==> config.mk <==
export PLATFORM = sky130hd
export DESIGN_NAME = sr_cmd_gen
export DESIGN_NICKNAME = d
export VERILOG_FILES = /design/src/rtl/sr_cmd_pkg.sv /design/src/rtl/sr_debounce.sv /design/src/rtl/sr_cmd_gen.sv
export SDC_FILE = /design/constraint.sdc
export NUM_CORES = 1
export LEC_CHECK = 0
export ABC_AREA = 1
export CORE_AREA = 5 5 55 57
export DETAILED_ROUTE_END_ITERATION = 16
export DIE_AREA = 0 0 60 62
export PLACE_DENSITY = 0.73
export SETUP_SLACK_MARGIN = 0.3
export SYNTH_ARGS = -nofsm -noshare
export SYNTH_HDL_FRONTEND = slang
export SYNTH_HIERARCHICAL = 1
export SYNTH_SLANG_ARGS = --single-unit
==> constraint.sdc <==
create_clock -name clk -period 3.42 [get_ports clk]
set_clock_uncertainty 0.05 [all_clocks]
set_input_delay 0.684 -clock clk [delete_from_list [all_inputs] [get_ports clk]]
set_output_delay 0.684 -clock clk [all_outputs]
set_load 0.005 [all_outputs]
==> src/rtl/sr_cmd_pkg.sv <==
// Shared constants for the SR flip-flop command generator: FSM state encoding
// and statistics counter width.
package sr_cmd_pkg;

  localparam int STAT_W = 8;

  // Enumerated FSM states, kept as plain 2-bit constants for legacy tools.
  typedef logic [1:0] state_t;
  localparam state_t IDLE    = 2'd0;
  localparam state_t PULSE_S = 2'd1;
  localparam state_t PULSE_R = 2'd2;
  localparam state_t GAP     = 2'd3;

endpackage

==> src/rtl/sr_debounce.sv <==
// One button channel: 2-flop synchronizer, stability counter and a one-cycle
// pulse on each accepted rising level.
module sr_debounce
  import sr_cmd_pkg::*;
#(
  parameter int DEBOUNCE_CYCLES = 16
) (
  input  logic clk,
  input  logic reset,
  input  logic btn,
  output logic rise
);

  localparam int CW = (DEBOUNCE_CYCLES > 1) ? $clog2(DEBOUNCE_CYCLES) : 1;
  localparam logic [CW-1:0] LAST = CW'(DEBOUNCE_CYCLES - 1);

  logic          sync1;
  logic          sync2;
  logic          level;
  logic [CW-1:0] cnt;

  // The level only moves after DEBOUNCE_CYCLES consecutive disagreeing samples;
  // rise is registered together with the flip so downstream sees it at once.
  always_ff @(posedge clk or negedge reset) begin
    if (!reset) begin
      sync1 <= 1'b0;
      sync2 <= 1'b0;
      level <= 1'b0;
      cnt   <= '0;
      rise  <= 1'b0;
    end else begin
      sync1 <= btn;
      sync2 <= sync1;
      rise  <= 1'b0;
      if (sync2 == level) begin
        cnt <= '0;
      end else if (cnt == LAST) begin
        level <= sync2;
        cnt   <= '0;
        rise  <= sync2;
      end else begin
        cnt <= cnt + CW'(1);
      end
    end
  end

endmodule

==> src/rtl/sr_cmd_gen.sv <==
// Debounced, mutually exclusive S/R pulse generator for SR_ff.
// Optional SR_CMD_STATS_EN adds saturating set_cnt/rst_cnt pulse counters.
module sr_cmd_gen
  import sr_cmd_pkg::*;
#(
  parameter int DEBOUNCE_CYCLES = 16,
  parameter int PULSE_CYCLES    = 2,
  parameter int GAP_CYCLES      = 1,
  parameter int SET_PRIORITY    = 1
) (
  input  logic clk,
  input  logic reset,
  input  logic btn_set,
  input  logic btn_rst,
  output logic S,
  output logic R,
  output logic busy,
  output logic conflict
`ifdef SR_CMD_STATS_EN
  ,
  output logic [STAT_W-1:0] set_cnt,
  output logic [STAT_W-1:0] rst_cnt
`endif
);

  localparam int PW = (PULSE_CYCLES > 1) ? $clog2(PULSE_CYCLES) : 1;
  localparam int GW = (GAP_CYCLES > 1) ? $clog2(GAP_CYCLES) : 1;
  localparam int TW = (PW > GW) ? PW : GW;
  localparam logic [TW-1:0] PULSE_LAST = TW'(PULSE_CYCLES - 1);
  localparam logic [TW-1:0] GAP_LAST   = TW'(GAP_CYCLES - 1);
  localparam logic SET_WINS = (SET_PRIORITY != 0);

  logic          rise_s;
  logic          rise_r;
  logic          req_s;
  logic          req_r;
  logic          want_s;
  logic          want_r;
  logic          take_s;
  logic          take_r;
  logic          pend_s;
  logic          pend_r;
  state_t        state;
  state_t        state_n;
  logic [TW-1:0] tmr;
  logic [TW-1:0] tmr_n;

  sr_debounce #(.DEBOUNCE_CYCLES(DEBOUNCE_CYCLES)) u_db_set (
    .clk   (clk),
    .reset (reset),
    .btn   (btn_set),
    .rise  (rise_s)
  );

  sr_debounce #(.DEBOUNCE_CYCLES(DEBOUNCE_CYCLES)) u_db_rst (
    .clk   (clk),
    .reset (reset),
    .btn   (btn_rst),
    .rise  (rise_r)
  );

  // Simultaneous acceptances keep only the priority winner; the loser is dropped.
  assign req_s  = rise_s & (~rise_r | SET_WINS);
  assign req_r  = rise_r & (~rise_s | ~SET_WINS);
  assign want_s = pend_s | req_s;
  assign want_r = pend_r | req_r;

  always_comb begin
    state_n = state;
    tmr_n   = tmr;
    take_s  = 1'b0;
    take_r  = 1'b0;
    case (state)
      IDLE: begin
        if (want_s && (SET_WINS || !want_r)) begin
          state_n = PULSE_S;
          take_s  = 1'b1;
          tmr_n   = '0;
        end else if (want_r) begin
          state_n = PULSE_R;
          take_r  = 1'b1;
          tmr_n   = '0;
        end
      end
      PULSE_S, PULSE_R: begin
        if (tmr == PULSE_LAST) begin
          state_n = GAP;
          tmr_n   = '0;
        end else begin
          tmr_n = tmr + TW'(1);
        end
      end
      GAP: begin
        if (tmr == GAP_LAST) begin
          state_n = IDLE;
          tmr_n   = '0;
        end else begin
          tmr_n = tmr + TW'(1);
        end
      end
      default: begin
        state_n = IDLE;
        tmr_n   = '0;
      end
    endcase
  end

  // Outputs are decoded from the next state so S/R/busy come straight off flops.
  always_ff @(posedge clk or negedge reset) begin
    if (!reset) begin
      state    <= IDLE;
      tmr      <= '0;
      pend_s   <= 1'b0;
      pend_r   <= 1'b0;
      S        <= 1'b0;
      R        <= 1'b0;
      busy     <= 1'b0;
      conflict <= 1'b0;
    end else begin
      state    <= state_n;
      tmr      <= tmr_n;
      pend_s   <= want_s & ~take_s;
      pend_r   <= want_r & ~take_r;
      S        <= (state_n == PULSE_S);
      R        <= (state_n == PULSE_R);
      busy     <= (state_n != IDLE);
      conflict <= rise_s & rise_r;
    end
  end

`ifdef SR_CMD_STATS_EN
  always_ff @(posedge clk or negedge reset) begin
    if (!reset) begin
      set_cnt <= '0;
      rst_cnt <= '0;
    end else begin
      if (take_s && (set_cnt != {STAT_W{1'b1}})) set_cnt <= set_cnt + STAT_W'(1);
      if (take_r && (rst_cnt != {STAT_W{1'b1}})) rst_cnt <= rst_cnt + STAT_W'(1);
    end
  end
`endif

endmodule
Word level (Yosys, flattened, before mapping)

Cells that the tools add are included.

Latch bits: 0
Memory bits (writable): 0
Memory bits (read-only): 0
Register bits: 25
Memories: 0
Output and inout port bits: 4
Logic and storage cells: 70

$add $sub $neg: 3
Multiply operators: 0
Reduce and logical (&&, ||, !) cells: 5
Equality and inequality tests: 10
Multiplexer cells: 23
Div/mod/pow operators: 0
Bitwise gates (word level): 11
Shift operators: 0
Magnitude comparators: 0

Operators with widths:

| kind                                                | count |
|---|---|
| two-way mux 4 bit                                   | 4 |
| two-way mux 1 bit                                   | 13 |
| adder 4 x 1 -> 4 bit, second input constant         | 2 |
| equality test 4 bit, second input constant          | 2 |
| two-way mux 2 bit                                   | 4 |
| equality test 2 bit, second input constant          | 3 |
| case mux 2 bit (3 select lines)                     | 1 |
| NOT 1 bit                                           | 5 |
| bitwise AND 1 bit                                   | 4 |
| equality test 2 x 1 -> 1 bit, second input constant | 2 |
| AND reduction 2 bit                                 | 2 |
| inequality test 3 bit, second input constant        | 1 |
| case mux 1 bit (3 select lines)                     | 1 |
| equality test 1 bit                                 | 2 |
| zero test 2 bit                                     | 1 |
| bitwise OR 1 bit                                    | 2 |
| nonzero test 2 bit                                  | 1 |
| OR reduction 2 bit                                  | 1 |
| adder 1 bit, second input constant                  | 1 |

Depth between registers and ports, before layout

Depth after elaboration: 8
Mapped depth: 8
Gate-level depth less buffers: 8

Hierarchy

Netlist, hierarchy kept.

Modules (own cells, without submodules):

| module      | cells each | seq. area each (um2) | area an instance (um2) | times used |
|---|---|---|---|---|
| sr_debounce | 33         | 200.2                | 321.6                  | 2 |
| sr_cmd_gen  | 47         | 225.2                | 407.9                  | 1 |

Worst setup path before layout

No wires, ideal clock.

Path type: register -> register
From: register state[0]
To: register R
Slack: 2.263 ns
Cell stages (with the launch flop): 9
Required time: 3.257 ns
Path buffers: 0
Arrival time: 0.995 ns
Cells stage by stage: dfrtp_1 > inv_2 > ha_1 > nand2_2 > clkinv_2 > nand2_1 > nand2_2 > nand2_1 > inv_1

Cells in the longest elaborated chain, start to end: 4

Ends and longest elaborated chain:

| element                                                 | RTL line                           | text |
|---|---|---|
| start, declared                                         | sr_cmd_gen.sv:43                   | `state_t state;` |
| start signal, assigned                                  | sr_cmd_gen.sv:120                  | `state <= state_n;` |
| equality test 2 x 1 -> 1 bit (tied with other cells)    | sr_cmd_gen.sv:73                   | `case (state)` |
| OR reduction 2 bit or two-way mux 2 bit (tied branches) | sr_cmd_gen.sv:73, sr_cmd_gen.sv:75 |  |
| case mux 2 bit (3 select lines) (*)                     | sr_cmd_gen.sv:73                   |  |
| equality test 2 bit (*)                                 | sr_cmd_gen.sv:125                  | `R <= (state_n == PULSE_R);` |
| end signal, assigned                                    | sr_cmd_gen.sv:125                  |  |
| end, declared                                           | sr_cmd_gen.sv:16                   | `output logic R,` |

Every way passes the cells marked *; elsewhere a longest branch is shown, timed or not.
A chain may end at the register's enable or synchronous reset.

Worst setup path in the final report

From: register conflict
To: output conflict

RTL lines:

| element                | RTL line          | text |
|---|---|---|
| start, declared        | sr_cmd_gen.sv:18  | `output logic conflict` |
| start signal, assigned | sr_cmd_gen.sv:127 | `conflict <= rise_s & rise_r;` |

No word-level cell between the ends.

==> impl.org <==
** Outcome
- Run status :: finished clean

** CTS
- Number of setup buffers added after CTS :: 0
- The clock reaches the later pin of the worst-skew pair after 0.31 ns.
- Once the clock tree was built, the resizer swapped 0 gates to a different size.
- After clock tree synthesis, the clock-pin slew on the worst setup and hold paths is 0.12 ns.
- Hold buffer count at cts :: 0
- Counting every sink on the clock net gives 25.
- TritonCTS built the clock tree.
- CTS built an H-tree with a depth of 1.
- CTS root buffer :: sky130_fd_sc_hd__clkbuf_4
- Number of buffers between clock root and the deepest sink :: 2
- Number of buffers created by CTS :: 3

** Synthesis
- Sorting the synthesized cells by area gives the leading types as sky130_fd_sc_hd__dfrtp_1 (60%), sky130_fd_sc_hd__nand2_1 (8.2%), sky130_fd_sc_hd__inv_1 (6.1%).
- Net count of the mapped netlist :: 120
- Mean area per synthesized cell :: 9.30 um^2
- Summing the sequential cell areas from Yosys gives 59.5% of the chip area.
- Counting flops and latches in the post-synthesis netlist gives 25.
- Cell taking the most area after synthesis :: sky130_fd_sc_hd__dfrtp_1
- Yosys warnings :: 6
- The mapped netlist covers 1050 um^2.
- Synthesis instantiated 13 different standard cells from the library.
- Number of instances in the synthesized netlist :: 113
- Portion of synthesized cell area occupied by the leading cell type :: 59.5%

** Pwr
- Maximum resistive drop on vdd :: 0.296 mV
- Pwr per Cell Area :: 596 nW/um^2
- For this design the static power due to leakage is 0.000633 uW.
- Total power draw :: 711 uW

** Critical path
- Of all nets on the critical path, the largest fanout is 1.
- CP cell instances :: clkdlybuf4s50_1
- Classification of the worst setup path :: reg -> out
- The slowest stage of the critical path is the sky130_fd_sc_hd__clkdlybuf4s50_1 cell.
- Data arrives at the worst endpoint at 1.14 ns.
- Sort of element at the end of the critical path :: primary output
- Largest incremental delay on the critical path :: 0.49 ns
- Data on the critical path is required at its endpoint by 2.69 ns.
- The worst setup path is launched from a register.
- Together, buffers and inverters on the worst path number 1.
- Among cell families on the critical path, the largest total delay comes from buffers and inverters.

** Route
- The final layout contains routed wiring with a total length of 1510 um.
- The first routing iteration left 19 violations.
- Routed Antenna Nets :: 0
- The routed layout has 721 vias.
- Vias per cell :: 4.65
- Dividing the detail-routed wire length by the instance count gives 9.71 um.
- For this run, design rule violations remaining after detail routing come to 0.
- The first detailed-routing pass took 4 iterations.

** Floorplanning
- Boundary Pins :: 8
- The floorplan has 18 rows.
- The floorplan step set the die width to 60 um.
- The core region is 2430 um^2.
- From bottom edge to top edge, the die measures 62 um.
- Initial Utilization :: 43.2%
- Total Die Area :: 3720 um^2

** Global routing
- Entering global routing, the biggest net connects 26 pins.
- The first global-routing pass estimated 2750 um of wire.
- The number of global-route vias before repair came to 737.
- Number of antenna violations at the first check in global routing :: 0
- Global routing used 10.3% of the available tracks across all layers.
- The total overflow left after global routing is 0.

** STA
- In this run the tightest slew margin relative to its limit is 79.5%.
- Total count of hold-check failures in the final report :: 0
- Final Cycle Share :: 54.9%
- Setup violations remaining at the end of the flow were counted as 0.
- For the pin with the worst max-slew slack, the measured transition is 0.308 ns.
- Clock period minus worst slack :: 1.88 ns
- Final worst slack :: 1.54 ns
- Number of max-slew violations in the final report :: 0
- Aggregate negative setup slack :: 0 ns
- Worst-case hold slack :: 0.311 ns
- Setup repair after global routing missed its margin :: false
- Peak Freq :: 0.532 GHz

** Layout
- Layout overhead on the synthesized area :: 13.5%
- Largest registers ranked by flip-flop count :: u_db_rst/cnt (4), u_db_set/cnt (4), state (2)
- Fraction of layout cells with a size suffix above 1 :: 17.6%
- For this run, the post-layout net count is 133.
- 0 antenna diodes ended up in the layout.

** Job
- Max-Cap Viols :: 0

** Hold path
- The min-delay analysis places its worst path in the category reg -> reg.

** Placement
- Total of buffers placed on input and output ports :: 7
- The wire-length estimate of the detail-placed layout is 1130 um.
- Before CTS, the worst setup slack after placement is 1.88 ns.
- The congestion estimate from routability-driven global placement came to 0.811.
[cells in the mapped netlist]
library cell               number
sky130_fd_sc_hd__nand2_2        7
sky130_fd_sc_hd__nor2_1        12
sky130_fd_sc_hd__nand4_1        2
sky130_fd_sc_hd__nand3_1       10
sky130_fd_sc_hd__nor2_2         4
sky130_fd_sc_hd__inv_1         17
sky130_fd_sc_hd__inv_2          3
sky130_fd_sc_hd__nand3_2        3
sky130_fd_sc_hd__nand2_1       23
sky130_fd_sc_hd__ha_1           3
sky130_fd_sc_hd__o21ai_0        3
sky130_fd_sc_hd__dfrtp_1       25
sky130_fd_sc_hd__clkinv_2       1
[stage by stage]
stage | instance area [um^2] | cells | util, %
floorplan | 1050 | 113 | -
global placement | 1170 | 151 | 47.9
detailed placement | 1170 | 151 | 47.9
CTS | 1190 | 155 | 49.0
global route | 1190 | 155 | 49.0
finish | 1190 | 155 | 49.0
[where the power goes]
part | switching (uW) | total (uW) | internal (uW)
sequential | 22.6 | 361 | 339
clock | 79.3 | 125 | 45.6
combinational | 129 | 225 | 95.8
total | 231 | 711 | 480
[metal layers]
metal  track usage, %  routed length, um  part of all wire, %
met1             10.5                701                   47
met3             2.48                 71                  4.7
met5                0                  0                    0
met2             17.7                687                   46
met4             9.18                 45                  3.0
[area by class of cell]
| class | count | area, um^2 |
|---|---|---|
| sequential | 25 | 626 |
| multi-input combinational | 67 | 345 |
| inverter | 21 | 80.1 |
| clock buffer | 4 | 26.3 |
| fill | 233 | 1240 |
| tap | 30 | 37.5 |
| timing repair buffer | 8 | 77.6 |
[cell usage in the layout (no fill, tap or decap)]
| cell type | n |
|---|---|
| sky130_fd_sc_hd__clkinv_2 | 1 |
| sky130_fd_sc_hd__dfrtp_1 | 25 |
| sky130_fd_sc_hd__nand3_1 | 10 |
| sky130_fd_sc_hd__nor2_1 | 12 |
| sky130_fd_sc_hd__o21ai_0 | 3 |
| sky130_fd_sc_hd__inv_2 | 3 |
| sky130_fd_sc_hd__inv_1 | 17 |
| sky130_fd_sc_hd__clkdlybuf4s50_1 | 7 |
| sky130_fd_sc_hd__nor2_2 | 4 |
| sky130_fd_sc_hd__nand4_1 | 2 |
| sky130_fd_sc_hd__buf_4 | 1 |
| sky130_fd_sc_hd__nand2_2 | 7 |
| sky130_fd_sc_hd__nand2_1 | 23 |
| sky130_fd_sc_hd__ha_1 | 3 |
| sky130_fd_sc_hd__nand3_2 | 3 |
| sky130_fd_sc_hd__clkbuf_1 | 1 |
| sky130_fd_sc_hd__clkbuf_4 | 3 |
[path summary, 6_finish.rpt]
path,from,endpoint,slack [ns],cells after the start
setup / recovery,conflict$_DFF_PN0_,conflict,1.54,1
hold / removal,u_db_set/sync1$_DFF_PN0_,u_db_set/sync2$_DFF_PN0_,0.31,0
setup reg to reg,state[1]$_DFF_PN0_,busy$_DFF_PN0_,2.13,7
hold reg to reg,u_db_set/sync1$_DFF_PN0_,u_db_set/sync2$_DFF_PN0_,0.31,0
max in group asynchronous,reset,u_db_rst/cnt[3]$_DFF_PN0_,2.42,2
min in group asynchronous,reset,conflict$_DFF_PN0_,0.66,2
[kinds of logic after synthesis]
| family | synth area share, % |
|---|---|
| buffers and inverters | 7.62 |
| flip-flops | 59.5 |
| AO/OA/AOI/OAI | 1.43 |
| adder cells (fa/ha/maj) | 3.57 |
| AND/OR/NAND/NOR | 27.9 |
No activity file was read; power rests on OpenSTA's default activity.
